<file path="src/rtl/touch_button_ctrl.sv">
// Touch-panel hit-test sequencer: latches a sample, scans four rectangles through one
// shared comparator, resolves overlap by lowest index, and debounces each button.
module touch_button_ctrl #(
    parameter logic [39:0] XLO     = {10'd0,   10'd400, 10'd0,  10'd184},
    parameter logic [39:0] XHI     = {10'd639, 10'd639, 10'd99, 10'd326},
    parameter logic [35:0] YLO     = {9'd440,  9'd0,    9'd0,   9'd121},
    parameter logic [35:0] YHI     = {9'd479,  9'd99,   9'd99,  9'd219},
    parameter logic [3:0]  DEB_LEN = 4'd3
) (
    input  logic       clk,
    input  logic       reset,
    input  logic       sample_stb,
    input  logic       touch,
    input  logic [9:0] tor_x,
    input  logic [8:0] tor_y,
    output logic       busy,
    output logic [1:0] scan_idx,
    output logic [3:0] btn_state,
    output logic [3:0] btn_press,
    output logic [3:0] btn_release,
    output logic       drop
);

    typedef enum logic [1:0] {
        IDLE   = 2'd0,
        SCAN   = 2'd1,
        UPDATE = 2'd2
    } state_t;

    state_t     state_q, state_d;
    logic [1:0] idx_q, idx_d;
    logic [9:0] x_q, x_d;
    logic [8:0] y_q, y_d;
    logic       touch_q, touch_d;
    logic [3:0] hit_q, hit_d;
    logic [3:0] btn_q, btn_d;
    logic [3:0] press_q, press_d;
    logic [3:0] release_q, release_d;
    logic       drop_q, drop_d;

    logic [9:0] xlo_sel, xhi_sel;
    logic [8:0] ylo_sel, yhi_sel;
    logic       in_rect;
    logic [3:0] eff;

    // One comparator shared by all regions; bounds are muxed by the scan index.
    assign xlo_sel = XLO[{3'd0, idx_q} * 5'd10 +: 10];
    assign xhi_sel = XHI[{3'd0, idx_q} * 5'd10 +: 10];
    assign ylo_sel = YLO[{3'd0, idx_q} * 5'd9 +: 9];
    assign yhi_sel = YHI[{3'd0, idx_q} * 5'd9 +: 9];

    assign in_rect = touch_q
                   & (x_q >= xlo_sel) & (x_q <= xhi_sel)
                   & (y_q >= ylo_sel) & (y_q <= yhi_sel);

    // Isolate the lowest set hit bit: lower index wins on overlap.
    assign eff = hit_q & (~hit_q + 4'd1);

    always_comb begin
        state_d = state_q;
        idx_d   = idx_q;
        x_d     = x_q;
        y_d     = y_q;
        touch_d = touch_q;
        hit_d   = hit_q;
        drop_d  = sample_stb & (state_q != IDLE);
        case (state_q)
            IDLE: begin
                if (sample_stb) begin
                    x_d     = tor_x;
                    y_d     = tor_y;
                    touch_d = touch;
                    hit_d   = 4'd0;
                    idx_d   = 2'd0;
                    state_d = SCAN;
                end
            end
            SCAN: begin
                hit_d[idx_q] = in_rect;
                if (idx_q == 2'd3) begin
                    state_d = UPDATE;
                end else begin
                    idx_d = idx_q + 2'd1;
                end
            end
            UPDATE: begin
                idx_d   = 2'd0;
                state_d = IDLE;
            end
            default: begin
                idx_d   = 2'd0;
                state_d = IDLE;
            end
        endcase
    end

    generate
        for (genvar gi = 0; gi < 4; gi++) begin : g_deb
            logic [3:0] cnt_q, cnt_d;
            logic [3:0] cnt_inc;
            logic       flip;

            assign cnt_inc = cnt_q + 4'd1;

            always_comb begin
                cnt_d = cnt_q;
                flip  = 1'b0;
                if (state_q == UPDATE) begin
                    if (eff[gi] != btn_q[gi]) begin
                        if (cnt_inc == DEB_LEN) begin
                            flip  = 1'b1;
                            cnt_d = 4'd0;
                        end else begin
                            cnt_d = cnt_inc;
                        end
                    end else begin
                        cnt_d = 4'd0;
                    end
                end
            end

            always_ff @(posedge clk or negedge reset) begin
                if (!reset) begin
                    cnt_q <= 4'd0;
                end else begin
                    cnt_q <= cnt_d;
                end
            end

            assign btn_d[gi]     = btn_q[gi] ^ flip;
            assign press_d[gi]   = flip & ~btn_q[gi];
            assign release_d[gi] = flip & btn_q[gi];
        end
    endgenerate

    always_ff @(posedge clk or negedge reset) begin
        if (!reset) begin
            state_q   <= IDLE;
            idx_q     <= 2'd0;
            x_q       <= 10'd0;
            y_q       <= 9'd0;
            touch_q   <= 1'b0;
            hit_q     <= 4'd0;
            btn_q     <= 4'd0;
            press_q   <= 4'd0;
            release_q <= 4'd0;
            drop_q    <= 1'b0;
        end else begin
            state_q   <= state_d;
            idx_q     <= idx_d;
            x_q       <= x_d;
            y_q       <= y_d;
            touch_q   <= touch_d;
            hit_q     <= hit_d;
            btn_q     <= btn_d;
            press_q   <= press_d;
            release_q <= release_d;
            drop_q    <= drop_d;
        end
    end

    assign busy        = (state_q != IDLE);
    assign scan_idx    = idx_q;
    assign btn_state   = btn_q;
    assign btn_press   = press_q;
    assign btn_release = release_q;
    assign drop        = drop_q;

endmodule
</file>
<file path="config.mk">
export PLATFORM = sky130hd
export DESIGN_NAME = touch_button_ctrl
export DESIGN_NICKNAME = d
export VERILOG_FILES = /design/src/rtl/touch_button_ctrl.sv
export SDC_FILE = /design/constraint.sdc
export NUM_CORES = 1
export LEC_CHECK = 0
export BUFFER_PORTS_ARGS = -buffer_cell sky130_fd_sc_hd__buf_2
export CORE_MARGIN = 2
export CORE_UTILIZATION = 30
export CTS_CLUSTER_DIAMETER = 60
export DETAILED_ROUTE_END_ITERATION = 10
export PLACE_DENSITY_LB_ADDON = 0.2
export SETUP_SLACK_MARGIN = 0.05
export SLEW_MARGIN = 20
export SYNTH_ARGS = -nofsm -noshare
export SYNTH_HDL_FRONTEND = slang
export SYNTH_SLANG_ARGS = --single-unit
</file>
<file path="constraint.sdc">
create_clock -name clk -period 3.8 [get_ports clk]
set_input_delay 0.57 -clock clk [delete_from_list [all_inputs] [get_ports clk]]
set_output_delay 0.57 -clock clk [all_outputs]
set_load 0.02 [all_outputs]
</file>
After elaboration in Yosys (flattened, before gate mapping)

Index checks and enable logic that the tools add are counted.

Memories kept: 0
Output and inout bits: 16
Latch bits: 0
ROM bits: 0
RAM bits: 0
Input port bits: 23
Flip-flop bits (word level): 57

Magnitude comparators: 6
Shift-type cells: 4
Multiply operators: 2
Multiplexer cells: 31
Eq/ne operators: 14
Bitwise logic cells: 23
Reduce and logical (&&, ||, !) cells: 8
Div/mod/pow operators: 0
$add $sub $neg: 6

Operator list:

| kind                                                                          | count |
|---|---|
| 40-bit by 6-bit indexed part select with 10-bit output (first input constant) | 2 |
| 36-bit by 6-bit indexed part select with 9-bit output (first input constant)  | 2 |
| 4-bit two-way mux                                                             | 9 |
| 4-bit by 1-bit adder with 4-bit output (second input constant)                | 5 |
| 4-bit by 2-bit == test with 1-bit output (second input constant)              | 4 |
| 1-bit bitwise AND                                                             | 13 |
| 1-bit two-way mux                                                             | 13 |
| 10-bit >= comparator                                                          | 1 |
| 10-bit less-or-equal comparator                                               | 1 |
| 9-bit >= comparator                                                           | 1 |
| 9-bit less-or-equal comparator                                                | 1 |
| 2-bit two-way mux                                                             | 4 |
| 2-bit one-hot mux with 2 select lines                                         | 2 |
| 4-bit one-hot mux with 2 select lines                                         | 1 |
| 2-bit AND reduction                                                           | 4 |
| 2-bit inequality test (second input constant)                                 | 3 |
| 2-bit by 4-bit multiplier with 5-bit output (second input constant)           | 1 |
| 4-bit bitwise AND                                                             | 1 |
| 4-bit bitwise mux                                                             | 1 |
| 2-bit == test (second input constant)                                         | 2 |
| 2-bit by 3-bit multiplier with 4-bit output (second input constant)           | 1 |
| 1-bit inequality test                                                         | 4 |
| 1-bit inverter                                                                | 4 |
| 4-bit inverter                                                                | 1 |
| other kinds (9)                                                               | 13 |

Depth between registers and ports, before layout

Depth in word-level cells: 9
Mapped depth: 12
Gate-level depth less buffers: 12

Worst setup path before layout

No wires, ideal clock.

Kind: register to register
Start: register idx_q[1], in the netlist scan_idx[1]
End: register hit_q[0]
Slack: 0.794 ns
Library setup time: 0.077 ns
Data arrival time: 2.929 ns
Buffers on the path: 0
Cell stages (with the launch flop): 13
Path through: dfrtp_1 -> clkinv_1 -> ha_1 -> nor2b_1 -> a211oi_1 -> a21oi_1 -> ha_1 -> and4_1 -> nand4_1 -> nor2_1 -> a2111oi_4 -> o2111ai_2 -> o21ai_1

Longest elaborated chain between the ends: 9
Elaborated cells on any way between the ends: 21
Classes of those cells: mul (2); order compare (6); shift (4); mux (4); bitwise (4); reduce/logical (1)

Ends and longest elaborated chain:

| element                                                | RTL line | RTL |
|---|---|---|
| from (decl)                                            | 31       | `logic [1:0] idx_q, idx_d;` |
| from (signal assigned)                                 | 150      | `idx_q <= idx_d;` |
| 2-bit by 3-bit multiplier with 4-bit output            | 47, 48   |  |
| 40-bit by 6-bit indexed part select with 10-bit output | 47       | `assign xlo_sel = XLO[{3'd0, idx_q} * 5'd10 +: 10];` |
| 10-bit >= comparator                                   | 53       | `& (x_q >= xlo_sel) & (x_q <= xhi_sel)` |
| 1-bit bitwise AND (2 in a row)                         | 53       |  |
| 1-bit bitwise AND (2 in a row)                         | 54       | `& (y_q >= ylo_sel) & (y_q <= yhi_sel);` |
| 4-bit bitwise mux (*)                                  | 79       | `hit_d[idx_q] = in_rect;` |
| 4-bit one-hot mux with 2 select lines (*)              | 67       | `case (state_q)` |
| to (signal assigned)                                   | 154      | `hit_q <= hit_d;` |
| to (decl)                                              | 35       | `logic [3:0] hit_q, hit_d;` |

Mark *: on every way between the ends. The rest lies on a longest branch, timed or not.
A chain may end at the register's enable or synchronous reset.

Final worst setup path

Start: register idx_q[0], in the netlist scan_idx[0]
End: register hit_q[3]

The elaborated chain is that of the path after synthesis.

==> flow_metrics.py <==
metrics = {
    "synth": {
        "syn-instance-count": 358,
        "synth_cell_types": 40,
        "netlist_area_um2": 3600,
        "synthFlopType": "dfrtp_1",
        "synth.net_count": 441,
        "async_flop_share_pct": 100,
        "synth-edff-count": 0,
        "synth_seq_area_share_pct": 39.6,
        "ys_warn_count": 0,
        "yosys_register_bits": 57,
        "synth_area_per_cell_um2": 10.1,
    },
    "routing": {
        "route.detailed.drc": 0,
        "drt-pass1-iter-count": 4,
        "routedWlPerCell_um": 13.5,
        "viasPerCell": 4.83,
        "drt_iter0_drc": 80,
        "wl_um": 7500,
        "vias": 2684,
        "ant_nets": 0,
    },
    "global_routing": {
        "overflow": 0,
        "grt_pass1_wl_um": 13100,
        "grt_max_degree": 39,
        "grt_pass1_vias": 2656,
        "grt_use_total_pct": 12.9,
        "antenna_found_initial": 0,
    },
    "cts": {
        "holdBufCountCts": 0,
        "cts_resized": 0,
        "h-tree-depth": 3,
        "cts_buffers": 9,
        "clkSinkCount": 57,
        "cts_setup_buffers": 0,
        "clkLatencyLatePin_ns": 0.32,
        "cts_root_buffer": "clkbuf_16",
        "cts_tree": "done",
        "cts.clk_slew.worst_paths_ns": 0.05,
        "clockBufferDepth": 2,
    },
    "setup_path": {
        "cp-start-kind": "flip-flop",
        "crit_arrival_ns": 3.31,
        "r2r-end": "hit_q[3]",
        "crit_fanout": 11,
        "cp.required_ns": 4.05,
        "crit_type": "flip-flop to flip-flop",
        "end_kind": "flip-flop",
        "timing.rr.start": "scan_idx[0]",
        "r2r_slack_ns": 0.74,
        "reg2regPathDepth": 11,
    },
    "worst_hold_path": {
        "min-delay-path-class": "input port to async pin",
    },
    "run": {
        "drv_cap": 0,
    },
    "floorplanning": {
        "die_w_um": 114,
        "rows": 40,
        "ios": 39,
        "fp.coreArea_um2": 11900,
        "initial_core_util_pct": 30.3,
        "floorplan.die.height_um": 114,
        "die-area_um2": 12900,
    },
    "cells_and_area": {
        "finalNonFillerCells": 556,
        "fillers": 1204,
        "seq_area_um2": 1430,
        "drive_gt1_share_pct": 20.3,
        "utilization_pct": 36.3,
        "multi_input_area_um2": 2050,
        "fin_nets": 487,
        "antenna_cells": 0,
        "area_delta_synth_final_pct": 19.5,
    },
    "power_and_ir_drop": {
        "seqPwrFrac_pct": 27.7,
        "vdd_drop_max_v": 0.000327,
        "p_sw_share_pct": 38.7,
        "switchingPower_w": 0.00132,
        "p_leak_nw": 2.10,
        "pwr-share-clk_pct": 26.1,
        "pwr-share-comb_pct": 46.2,
        "p_int_w": 0.00208,
        "power_density_nw_per_um2": 790,
    },
    "sta": {
        "finalCritPeriodShare_pct": 80.6,
        "drv_slew": 0,
        "min_period_ns": 3.06,
        "finalClockSkew_ns": 0.00712,
        "tns_ns": 0,
        "hold_viol": 0,
        "fmax_mhz": 327,
        "setup_viol_count_final": 0,
        "rsz0062_at_grt": "false",
        "maxSlewHeadroom_pct": 31.5,
        "tightest_slew_ns": 1.03,
    },
    "placed_design": {
        "port_buffers": 38,
        "dpl.hpwl_um": 5680,
        "dpl.cell_count": 540,
        "gp_congestion": 0.826,
    },
    "outcome": {
        "status": "finished, final reports clean",
    },
}
==> worst max path at each step <==
| stage | start | end | slack (ns) | cells after the start |
|---|---|---|---|---|
| global placement | scan_idx[0] | hit_q[3] | 0.91 | 11 |
| floorplan | scan_idx[1] | hit_q[0] | 0.79 | 12 |
| finish | scan_idx[0] | hit_q[3] | 0.74 | 11 |
| CTS | scan_idx[0] | hit_q[3] | 0.78 | 11 |
| detailed placement | scan_idx[0] | hit_q[3] | 0.86 | 11 |
| global route | scan_idx[0] | hit_q[2] | 0.30 | 11 |
==> final cells by class <==
cell class | count | share of cell area, %
Tap cell | 147 | 4.28
Clock buffer | 11 | 5.88
Timing Repair Buffer | 41 | 4.95
Multi-Input combinational cell | 268 | 47.6
Inverter | 27 | 2.36
Clock inverter | 5 | 1.80
Sequential cell | 57 | 33.2
==> synthesized netlist by cell type, types with 6 or more instances <==
| cell | count | area, µm² |
|---|---|---|
| mux2_2 | 20 | 225 |
| nor3_1 | 8 | 40.0 |
| nor2_1 | 23 | 86.3 |
| o21ai_0 | 31 | 155 |
| xor2_1 | 9 | 78.8 |
| a21oi_1 | 7 | 35.0 |
| nand3_1 | 11 | 55.1 |
| nor2b_1 | 7 | 43.8 |
| a21o_1 | 6 | 45.0 |
| inv_1 | 26 | 97.6 |
| nand2_1 | 36 | 135 |
| dfrtp_1 | 57 | 1430 |
| ha_1 | 60 | 751 |
| a211oi_1 | 7 | 52.6 |
==> worst max-delay path: stages (launching register included) <==
cell,delay [ns]
dfrtp_1,0.54
inv_1,0.20
ha_1,0.36
nor3_1,0.29
a21o_1,0.12
ha_1,0.25
a2111oi_0,0.44
nand2_1,0.12
nor2_1,0.12
o31a_1,0.19
o2111ai_2,0.19
o21ai_1,0.17
==> logic make-up (layout without fill, tap and decap cells) <==
group	after synthesis	count (layout)	synth area share, %
mux	21	21	6.53
buf+inv	33	84	3.55
flops	57	57	39.6
simple gates	106	106	14.1
xor+xnor	13	13	3.16
compound gates	68	68	12.2
fa+ha+maj	60	60	20.9
==> registers in the layout (all words and copies together), names as in the netlist <==
| signal | flops |
|---|---|
| state_q | 2 |
| x_q | 10 |
| g_deb.cnt_q | 16 |
| scan_idx | 2 |
| btn_state | 4 |
| drop | 1 |
| touch_q | 1 |
| btn_press | 4 |
| y_q | 9 |
| btn_release | 4 |
| hit_q | 4 |
==> through the flow <==
stage | hold WS (ns) | area (µm²) | setup slack (ns) | total power [W]
after floorplan | 0.274 | 3600 | 0.794 | 0.00208
after global placement | 0.494 | 3970 | 0.913 | 0.00248
after detailed placement | 0.497 | 3970 | 0.860 | 0.00251
after CTS | 0.404 | 4300 | 0.780 | 0.00343
after global routing | 0.443 | 4300 | 0.303 | 0.00373
final | 0.366 | 4300 | 0.739 | 0.00340
==> cells in the final DEF (no fill, tap or decap), types with 2 or more instances in the layout <==
master and n:
o21ai_1 4, buf_4 3, o21ai_0 31, nand2b_1 5
clkbuf_8 2, nand3_1 11, or2_2 3, xor2_1 9
nand2_1 36, xnor2_1 4, a21oi_1 7, nor2b_1 7
and4_1 2, clkbuf_16 9, clkinv_2 2, mux2_2 20
nor3_1 8, nor2_1 23, dfrtp_1 57, a21o_1 6
nand4_1 2, buf_2 38, bufinv_16 2, a221o_1 2
and3_1 5, a211oi_1 7, inv_1 26, ha_1 60
o31ai_1 2
==> power groups by stage <==
stage          registers, W  logic, W  clock network (W)
2_1_floorplan      0.000919   0.00116                  0
3_3_place_gp       0.000952   0.00153                  0
3_5_place_dp       0.000952   0.00156                  0
4_1_cts            0.000946   0.00158           0.000910
5_1_grt            0.000969   0.00181           0.000950
6_report           0.000941   0.00157           0.000887
==> layer usage <==
metal  track usage [%]  part of all wire [%]  up-vias
met5                 0                     0        -
met4              3.74                  0.97        0
met3              4.30                   4.2        7
met2              21.0                    48       43
met1              16.3                    47     1277
li1                  -                     -     1357
(Power assumes the default switching activity.)
